<file path="config.mk">
export PLATFORM = sky130hd
export DESIGN_NAME = div_f_ctrl
export DESIGN_NICKNAME = d
export VERILOG_FILES = /design/src/rtl/div_f_ctrl_pkg.sv /design/src/rtl/div_f_round.sv /design/src/rtl/div_f_ctrl.sv
export SDC_FILE = /design/constraint.sdc
export NUM_CORES = 1
export LEC_CHECK = 0
export CAP_MARGIN = 10
export CORE_MARGIN = 10
export CORE_UTILIZATION = 45
export DETAILED_ROUTE_END_ITERATION = 7
export PLACE_DENSITY = 0.78
export SYNTH_ARGS = -nofsm -noshare
export SYNTH_HDL_FRONTEND = slang
export SYNTH_HIERARCHICAL = 1
export SYNTH_SLANG_ARGS = --single-unit
export TNS_END_PERCENT = 1
</file>
<file path="constraint.sdc">
create_clock -name clk -period 4.5 [get_ports clk]
set_input_delay 0.45 -clock clk [delete_from_list [all_inputs] [get_ports clk]]
set_output_delay 0.45 -clock clk [all_outputs]
set_load 0.02 [all_outputs]
</file>
<file path="src/rtl/div_f_ctrl_pkg.sv">
// Shared binary32 divider constants, FSM/class encodings and operand classifier.
// Pure declarations: no latency, no flow control.
package div_f_ctrl_pkg;

   localparam int EXP_W_P     = 8;
   localparam int MAN_W_P     = 23;
   localparam int WIDTH_P     = 24;
   localparam int RES_WIDTH_P = 27;
   localparam int BIAS        = 127;

   localparam logic [31:0] QNAN = 32'h7FC0_0000;
   localparam logic [31:0] INF  = 32'h7F80_0000;

   // Flag vector layout is {NV, DZ, OF, UF, NX}
   localparam int FLAG_NV = 4;
   localparam int FLAG_DZ = 3;
   localparam int FLAG_OF = 2;
   localparam int FLAG_UF = 1;
   localparam int FLAG_NX = 0;

   typedef enum logic [2:0] {
      ST_IDLE = 3'd0,
      ST_LOAD = 3'd1,
      ST_ITER = 3'd2,
      ST_PACK = 3'd3,
      ST_OUT  = 3'd4
   } state_t;

   typedef enum logic [1:0] {
      CLS_ZERO,
      CLS_NORM,
      CLS_INF,
      CLS_NAN
   } cls_t;

   // Subnormals fold into zero (denormals-are-zero).
   function automatic cls_t classify(input logic [EXP_W_P-1:0] e, input logic [MAN_W_P-1:0] f);
      if (e == '0)
         return CLS_ZERO;
      else if (e == '1)
         return (f != '0) ? CLS_NAN : CLS_INF;
      else
         return CLS_NORM;
   endfunction

endpackage

</file>
<file path="src/rtl/div_f_round.sv">
// Normalize, round-to-nearest-even and pack a core quotient into binary32 with {OF,UF,NX}.
// Purely combinational; no flow control.
module div_f_round
   import div_f_ctrl_pkg::*;
#(
   parameter int EXP_W     = 8,
   parameter int MAN_W     = 23,
   parameter int RES_WIDTH = 27
) (
   input  logic [RES_WIDTH-1:0]   q,
   input  logic signed [EXP_W+1:0] e,
   input  logic                   sign,
   output logic [EXP_W+MAN_W:0]   res,
   output logic [2:0]             flags
);

   localparam int E_W = EXP_W + 2;
   localparam int G   = RES_WIDTH - MAN_W - 2;
   localparam logic signed [E_W-1:0] ONE_S  = E_W'(1);
   localparam logic signed [E_W-1:0] ZERO_S = '0;
   localparam logic signed [E_W-1:0] EMAX_S = E_W'((1 << EXP_W) - 1);

   logic [MAN_W:0]         m;
   logic                   g;
   logic                   s;
   logic                   rnd;
   logic [MAN_W+1:0]       m_inc;
   logic [MAN_W-1:0]       frac;
   logic signed [E_W-1:0]  e_n;
   logic signed [E_W-1:0]  e_fin;
   logic                   unused_hidden;

   assign unused_hidden = m_inc[MAN_W];

   always_comb begin
      // Quotient lies in (0.5, 2): a clear integer bit costs one exponent step.
      if (q[RES_WIDTH-1]) begin
         m   = q[RES_WIDTH-1 -: MAN_W+1];
         g   = q[G];
         s   = |q[G-1:0];
         e_n = e;
      end else begin
         m   = q[RES_WIDTH-2 -: MAN_W+1];
         g   = q[G-1];
         s   = |q[G-2:0];
         e_n = e - ONE_S;
      end
      rnd   = g & (s | m[0]);
      m_inc = {1'b0, m} + {{(MAN_W+1){1'b0}}, rnd};
      frac  = m_inc[MAN_W+1] ? '0 : m_inc[MAN_W-1:0];
      e_fin = m_inc[MAN_W+1] ? (e_n + ONE_S) : e_n;

      flags = '0;
      if (e_fin >= EMAX_S) begin
         res            = {sign, {EXP_W{1'b1}}, {MAN_W{1'b0}}};
         flags[FLAG_OF] = 1'b1;
         flags[FLAG_NX] = 1'b1;
      end else if (e_fin <= ZERO_S) begin
         res            = {sign, {(EXP_W+MAN_W){1'b0}}};
         flags[FLAG_UF] = 1'b1;
         flags[FLAG_NX] = 1'b1;
      end else begin
         res            = {sign, e_fin[EXP_W-1:0], frac};
         flags[FLAG_NX] = g | s;
      end
   end

endmodule

</file>
<file path="src/rtl/div_f_ctrl.sv">
// binary32 divide sequencer around div_f_core: specials in 1 cycle, else LOAD/ITER(<=27)/PACK then OUT.
// One op in flight; in_ready low until the result handshake, result held while out_ready is low.
module div_f_ctrl
   import div_f_ctrl_pkg::*;
#(
   parameter int EXP_W     = EXP_W_P,
   parameter int MAN_W     = MAN_W_P,
   parameter int WIDTH     = WIDTH_P,
   parameter int RES_WIDTH = RES_WIDTH_P
) (
   input  logic                   clk,
   input  logic                   rst,
   input  logic                   in_valid,
   output logic                   in_ready,
   input  logic [EXP_W+MAN_W:0]   in_a,
   input  logic [EXP_W+MAN_W:0]   in_b,
   output logic                   out_valid,
   input  logic                   out_ready,
   output logic [EXP_W+MAN_W:0]   out_data,
   output logic [4:0]             out_flags,
   output logic [2*WIDTH-1:0]     core_init_val,
   output logic                   core_ld,
   output logic                   core_sl,
   input  logic                   core_done,
   input  logic [RES_WIDTH-1:0]   core_res
);

   localparam int DW  = 1 + EXP_W + MAN_W;
   localparam int E_W = EXP_W + 2;
   localparam logic signed [E_W-1:0] BIAS_S = E_W'(BIAS);

   state_t                state;
   logic                  sign_r;
   logic [EXP_W-1:0]      exp_a;
   logic [EXP_W-1:0]      exp_b;
   logic [WIDTH-1:0]      man_a;
   logic [WIDTH-1:0]      man_b;

   cls_t                  ca;
   cls_t                  cb;
   logic                  in_sign;
   logic                  spec_hit;
   logic [DW-1:0]         spec_res;
   logic [4:0]            spec_flags;
   logic signed [E_W-1:0] e_q;
   logic [DW-1:0]         rnd_res;
   logic [2:0]            rnd_flags;

   // Handshake and core controls decode straight from the state register.
   assign in_ready      = (state == ST_IDLE);
   assign core_ld       = (state == ST_LOAD);
   assign core_sl       = (state == ST_ITER);
   assign out_valid     = (state == ST_OUT);
   assign core_init_val = {man_a, man_b};

   assign e_q = $signed({2'b00, exp_a}) - $signed({2'b00, exp_b}) + BIAS_S;

   always_comb begin
      ca         = classify(in_a[DW-2:MAN_W], in_a[MAN_W-1:0]);
      cb         = classify(in_b[DW-2:MAN_W], in_b[MAN_W-1:0]);
      in_sign    = in_a[DW-1] ^ in_b[DW-1];
      spec_hit   = 1'b1;
      spec_res   = '0;
      spec_flags = '0;
      if (ca == CLS_NAN || cb == CLS_NAN) begin
         spec_res = QNAN;
      end else if ((ca == CLS_ZERO && cb == CLS_ZERO) || (ca == CLS_INF && cb == CLS_INF)) begin
         spec_res            = QNAN;
         spec_flags[FLAG_NV] = 1'b1;
      end else if (cb == CLS_ZERO) begin
         spec_res            = INF | {in_sign, {(DW-1){1'b0}}};
         spec_flags[FLAG_DZ] = 1'b1;
      end else if (ca == CLS_INF) begin
         spec_res = INF | {in_sign, {(DW-1){1'b0}}};
      end else if (ca == CLS_ZERO || cb == CLS_INF) begin
         spec_res = {in_sign, {(DW-1){1'b0}}};
      end else begin
         spec_hit = 1'b0;
      end
   end

   div_f_round #(
      .EXP_W     (EXP_W),
      .MAN_W     (MAN_W),
      .RES_WIDTH (RES_WIDTH)
   ) u_round (
      .q     (core_res),
      .e     (e_q),
      .sign  (sign_r),
      .res   (rnd_res),
      .flags (rnd_flags)
   );

   always_ff @(posedge clk or negedge rst) begin
      if (!rst) begin
         state     <= ST_IDLE;
         sign_r    <= 1'b0;
         exp_a     <= '0;
         exp_b     <= '0;
         man_a     <= '0;
         man_b     <= '0;
         out_data  <= '0;
         out_flags <= '0;
      end else begin
         case (state)
            ST_IDLE: begin
               if (in_valid) begin
                  sign_r <= in_sign;
                  exp_a  <= in_a[DW-2:MAN_W];
                  exp_b  <= in_b[DW-2:MAN_W];
                  man_a  <= {1'b1, in_a[MAN_W-1:0]};
                  man_b  <= {1'b1, in_b[MAN_W-1:0]};
                  if (spec_hit) begin
                     out_data  <= spec_res;
                     out_flags <= spec_flags;
                     state     <= ST_OUT;
                  end else begin
                     state <= ST_LOAD;
                  end
               end
            end
            ST_LOAD: state <= ST_ITER;
            // done marks the current shift as the last one
            ST_ITER: if (core_done) state <= ST_PACK;
            ST_PACK: begin
               out_data  <= rnd_res;
               out_flags <= {2'b00, rnd_flags};
               state     <= ST_OUT;
            end
            ST_OUT: if (out_ready) state <= ST_IDLE;
            default: state <= ST_IDLE;
         endcase
      end
   end

endmodule

</file>
# Word level (Yosys, flattened, before mapping)

Index checks and enable logic that the tools add are counted.
W data, S select, Z words.

Flip-flop bits (word level): 105
Output and inout bits: 89
Word-level logic and storage cells: 94

Add/subtract/negate cells: 5
$lt $le $gt $ge: 2
Equality and inequality tests: 14
Muxes and demuxes: 44
Bitwise logic cells: 4
Reduce and logical (&&, ||, !) cells: 17

Operator list:

| cell                    | number |
|---|---|
| $mux W32                | 7 |
| $pmux W32 S2            | 1 |
| $mux W31                | 2 |
| $reduce_bool A23 Y1     | 2 |
| $add A24 B1 Y25         | 1 |
| $mux W24                | 1 |
| $mux W23                | 1 |
| $mux W10                | 2 |
| $mux W1                 | 17 |
| $eq A8 B8 Y1 const B    | 2 |
| $logic_not A8 Y1        | 2 |
| $pmux W3 S5             | 1 |
| $mux W3                 | 4 |
| $add A10 B2 Y10 const B | 1 |
| $add A9 B8 Y10 const B  | 1 |
| $ge A10 B9 Y1 const B   | 1 |
| $le A10 B1 Y1 const B   | 1 |
| $mux W2                 | 5 |
| $mux W5                 | 2 |
| $pmux W5 S2             | 1 |
| $sub A10 B2 Y10 const B | 1 |
| $sub A8 B8 Y9           | 1 |
| $eq A2 B2 Y1 const B    | 4 |
| $eq A3 B2 Y1 const B    | 2 |
| 15 further kinds        | 23 |

# Depth between registers and ports, before layout

Depth after elaboration: 14
Gate-level depth with buffers: 20

# Modules after synthesis

The synthesis kept the hierarchy.

Modules (own cells, without submodules):

| module      | instances | cells an instance | area each (µm²) | seq. area each (µm²) |
|---|---|---|---|---|
| div_f_ctrl  | 1         | 511               | 4784.6          | 2602.5 |
| div_f_round | 1         | 313               | 2222.1          | 0.0 |

# Worst setup path after synthesis

OpenSTA, ideal clock, no wires.

Path type: in2reg
Start: input core_res[26]
End: register out_flags[0]
Library setup time: 121 ps
Arrival time: 4689 ps
Path slack: -310 ps
Stages on the path: 17
Path buffers: 6
Cells stage by stage: buf_6 -> buf_2 -> clkbuf_1 -> clkbuf_1 -> clkbuf_1 -> nand2_1 -> a21boi_0 -> ha_1 -> nand4_1 -> nor4_4 -> nand3_2 -> buf_6 -> nor4_4 -> xor2_2 -> o41ai_4 -> or4_1 -> a22o_1

Cells in the longest elaborated chain, start to end: 9
Elaborated cells on any way between the ends: 15
Classes of those cells: add/sub: 2; order compare: 2; mux: 8; bitwise: 3

RTL lines:

| element                                    | line              | RTL |
|---|---|---|
| start: declaration                         | div_f_ctrl.sv:25  | `input logic [RES_WIDTH-1:0] core_res` |
| $mux W1 / $mux W24 (equally long branches) | div_f_round.sv:37 | `if (q[RES_WIDTH-1]) begin` |
| $or A1 B1 Y1                               | div_f_round.sv:48 | `rnd = g & (s \| m[0]);` |
| $and A1 B1 Y1                              | div_f_round.sv:48 |  |
| $add A24 B1 Y25                            | div_f_round.sv:49 | `m_inc = {1'b0, m} + {{(MAN_W+1){1'b0}}, rnd};` |
| $mux W10                                   | div_f_round.sv:51 | `e_fin = m_inc[MAN_W+1] ? (e_n + ONE_S) : e_n;` |
| $le A10 B1 Y1                              | div_f_round.sv:58 | `end else if (e_fin <= ZERO_S) begin` |
| $mux W1                                    | div_f_round.sv:58 |  |
| $mux W1 (*)                                | div_f_round.sv:54 | `if (e_fin >= EMAX_S) begin` |
| via rnd_flags[0]                           | div_f_ctrl.sv:47  | `logic [2:0] rnd_flags;` |
| $pmux W5 S2 (*)                            | div_f_ctrl.sv:105 | `case (state)` |
| end signal: assignment                     | div_f_ctrl.sv:115 | `out_flags <= spec_flags;` |
| end signal: assignment                     | div_f_ctrl.sv:127 | `out_flags <= {2'b00, rnd_flags};` |
| end: declaration                           | div_f_ctrl.sv:20  | `output logic [4:0] out_flags,` |

The timed path passes the listed nets; every way through them passes the cells marked *.
A chain may end at the register's enable or synchronous reset.

# Worst setup path in the final report

Start: register exp_b[0]
End: register out_data[12]

Cells in the longest elaborated chain, start to end: 10
Elaborated cells on any way between the ends: 11
Classes of those cells: add/sub: 4; order compare: 2; mux: 5

RTL lines:

| element                  | line              | RTL |
|---|---|---|
| start: declaration       | div_f_ctrl.sv:35  | `logic [EXP_W-1:0] exp_b;` |
| start signal: assignment | div_f_ctrl.sv:110 | `exp_b <= in_b[DW-2:MAN_W];` |
| $sub A8 B8 Y9 (*)        | div_f_ctrl.sv:56  | `assign e_q = $signed({2'b00, exp_a}) - $signed({2'b00, exp_b}) + BIAS_S;` |
| $add A9 B8 Y10 (*)       | div_f_ctrl.sv:56  |  |
| via e_q[6]               | div_f_ctrl.sv:45  | `logic signed [E_W-1:0] e_q;` |
| $sub A10 B2 Y10          | div_f_round.sv:46 | `e_n = e - ONE_S;` |
| $mux W10 (*)             | div_f_round.sv:37 |  |
| $add A10 B2 Y10          | div_f_round.sv:51 |  |
| $mux W10 (*)             | div_f_round.sv:51 |  |
| $le A10 B1 Y1            | div_f_round.sv:58 |  |
| $mux W31                 | div_f_round.sv:58 |  |
| $mux W31 (*)             | div_f_round.sv:54 |  |
| via rnd_res[12]          | div_f_ctrl.sv:46  | `logic [DW-1:0] rnd_res;` |
| $pmux W32 S2 (*)         | div_f_ctrl.sv:105 |  |
| end signal: assignment   | div_f_ctrl.sv:114 | `out_data <= spec_res;` |
| end signal: assignment   | div_f_ctrl.sv:126 | `out_data <= rnd_res;` |
| end: declaration         | div_f_ctrl.sv:19  | `output logic [EXP_W+MAN_W:0] out_data,` |

Marks and branches as above.

==> impl_metrics.py <==
metrics = {
    "timing": {
        "final_max_slew_viol_count": 0,
        "fmax_mhz": 217.9,
        "finalHoldViolCount": 0,
        "setup_viol": 23,
        "worst_pin_slew_ns": 0.9232,
        "fin_crit_sh": 1.020,
        "finalCriticalPeriod_ns": 4.589,
        "rsz0062_at_grt": "true",
        "maxSlewHeadroom": 0.3818,
        "final.setup.tns_ns": -0.9675,
        "worst_slack_ns": -0.08873,
        "final.setup_skew_ns": 0.005341,
    },
    "critical_path": {
        "cpPeakStageDelay_ns": 0.64,
        "critPathKind": "register to register",
        "startpoint_type": "register",
        "cp-end-kind": "register",
        "worstPathCellList": "ha_4, inv_2, fa_2, inv_2, ha_4, nand2_4, nor4_4, o221ai_2, xnor2_2, buf_4, o211a_1, o211a_1, o211ai_1, xor2_1, o31a_1, o41ai_4, clkbuf_16, nor4_1, a22o_1",
        "cp_max_fo": 6,
        "required_ns": 4.74,
        "worst_ep_arrival_time_ns": 4.83,
        "crit_slowest_cell": "o41ai_4",
    },
    "cells_and_area": {
        "area_delta_synth_final_pct": 39.45,
        "post-route-cell-area_um2": 9771,
        "multi_input_area_um2": 4273,
        "antenna-diode-count": 0,
        "seqCellArea_um2": 2603,
        "mostFrequentLayoutCells": "224 x nand2_1, 182 x clkdlybuf4s50_1, 104 x dfrtp_1",
        "num-fill-cells": 1271,
        "final_core_utilization": 0.6403,
        "final_common_cell": "nand2_1",
        "nNetsFinal": 1123,
        "drive_above_1_share": 0.1295,
    },
    "routing": {
        "route.detailed.drc": 0,
        "wl_per_cell_um": 17.89,
        "drtAntennaViolNets": 0,
        "vias": 6816,
        "drtIter0Drc": 516,
        "finalWirelength_um": 22000,
        "dr.pass1.iters": 5,
        "via_per_inst": 5.541,
    },
    "cts": {
        "cts.sink_count": 104,
        "cts-buffers-inserted": 9,
        "cts_buffer_depth": 2,
        "ctsHoldBuffers": 0,
        "clk_latency_ns": 0.35,
        "htree_num_levels": 3,
        "clkSlewWorstSetupHoldPaths_ns": 0.07,
        "cts_tree": "done",
        "root_buffer": "clkbuf_16",
    },
    "placement": {
        "numPortBuffers": 184,
        "dpl_cell_area_um2": 9165,
        "place_hpwl_um": 16400,
        "gp_congestion": 0.9480,
    },
    "yosys": {
        "ys.flop_type": "dfrtp_1",
        "ys_async_sr_fraction": 1.000,
        "ys_ff_latch": 104,
        "synth_cell_types": 79,
        "syn_area_per_cell_um2": 8.503,
        "synth-edff-count": 0,
        "syn_inst": 824,
        "synth_nets": 933,
        "yosys_warnings": 6,
        "ys_seq_area_frac": 0.3714,
        "netlist_area_um2": 7007,
    },
    "global_route": {
        "grt_overflow_total": 0,
        "grt_antenna_before_repair": 0,
        "grt_pass1_vias": 6448,
        "grt_first_pass_wirelength_um": 33270,
        "grt_usage": 0.1973,
        "grt_max_degree": 75,
    },
    "die": {
        "dieArea_um2": 20960,
        "pin_count": 185,
        "fp.dieH_um": 144.8,
        "rows": 45,
        "fp.dieW_um": 144.8,
        "initial_core_util": 0.4592,
        "core-area_um2": 15260,
    },
    "outcome": {
        "outcome": "finished with violations",
        "violations": "setup timing",
    },
    "hold_path": {
        "hold_path.class": "primary input to async pin",
    },
    "run": {
        "maxCapViolations": 0,
    },
}
==> flip-flops by register name, summed over array words and instances, names as in the netlist <==
signal     flops
sign_r         1
exp_a          8
out_data      32
man_b         23
exp_b          8
out_flags      5
state          3
man_a         24
==> cell type report <==
type                            count  area share
Inverter                           21    0.008068
Sequential cell                   104      0.2664
Multi-Input combinational cell    647      0.4373
Clock buffer                        9     0.02305
Timing Repair Buffer              231      0.2299
Clock inverter                      7    0.008324
Tap cell                          211     0.02702
==> cell usage after synthesis, types with 8 or more instances <==
cell,instances,area share
a22o_1,25,0.031
xnor2_1,36,0.045
buf_2,12,0.0086
inv_1,21,0.011
nand4_1,12,0.011
mux2i_1,22,0.031
nand3_1,20,0.014
o21ai_0,30,0.021
xor2_1,24,0.030
ha_1,12,0.021
a21oi_1,25,0.018
o211ai_1,10,0.011
nand2_1,226,0.12
nor4_1,40,0.036
nand2b_1,8,0.0071
clkbuf_1,31,0.017
nor2_1,25,0.013
dfrtp_1,104,0.37
nor3_1,13,0.0093
==> timing repair <==
action / CTS / global route
gates cloned: 0 / 2
setup endpoints to repair: 24 / 34
gates resized for setup: 3 / 37
buffers inserted: 0 / 10
pin swaps: 0 / 18
==> worst max-delay path, delay by kind of cell, from the launching register on <==
kind	cells	cell delay, ns
AOI/OAI and AO/OA	7	2.00
xor gates and xnor gates	2	0.31
adders and majority gates	3	0.77
buffers and inverters	4	0.58
DFF	1	0.42
and+or+nand+nor	3	0.40
==> worst paths after layout <==
kind / startpoint / slack, ns / cells after the start / to
max reg2reg: exp_b[0]$_DFFE_PN0P_ / -0.09 / 19 / out_data[12]$_DFFE_PN0P_
min: rst / 0.24 / 1 / man_b[8]$_DFFE_PN0P_
max in group asynchronous: rst / 3.32 / 2 / man_a[20]$_DFFE_PN0P_
min reg2reg: man_b[6]$_DFFE_PN0P_ / 0.47 / 2 / man_b[6]$_DFFE_PN0P_
max: exp_b[0]$_DFFE_PN0P_ / -0.09 / 19 / out_data[12]$_DFFE_PN0P_
min in group clk: man_b[6]$_DFFE_PN0P_ / 0.47 / 2 / man_b[6]$_DFFE_PN0P_
==> through the flow <==
step                      setup slack [ns]  hold slack, ns  instances
after floorplan                    0.03140          0.1544        824
after global placement              0.1436          0.4560       1202
after detailed placement          -0.04860          0.4612       1202
after CTS                         0.003801          0.2662       1218
after global routing               -0.2081          0.3258       1230
final                             -0.08873          0.2377       1230
==> routing by layer <==
layer / track usage / part of all wire
met1: 0.2455 / 0.41
met5: 0 / 0
met4: 0.08138 / 0.040
met2: 0.3215 / 0.49
met3: 0.04694 / 0.066
==> logic make-up (layout without fill, tap and decap cells) <==
logic type                 after synthesis  count (layout)  synth area share
DFF                                    104             104            0.3714
xor gates and xnor gates                63              63           0.08196
AOI/OAI and AO/OA                      141             141            0.1486
muxes                                   26              26           0.03786
buffers and inverters                   73             268           0.04714
adders and majority gates               13              13           0.02429
and+or+nand+nor                        404             404            0.2888
Power is left out: the tool's default activity adds up to more than one toggle a clock period on the data nets, which glitch-free logic cannot reach.
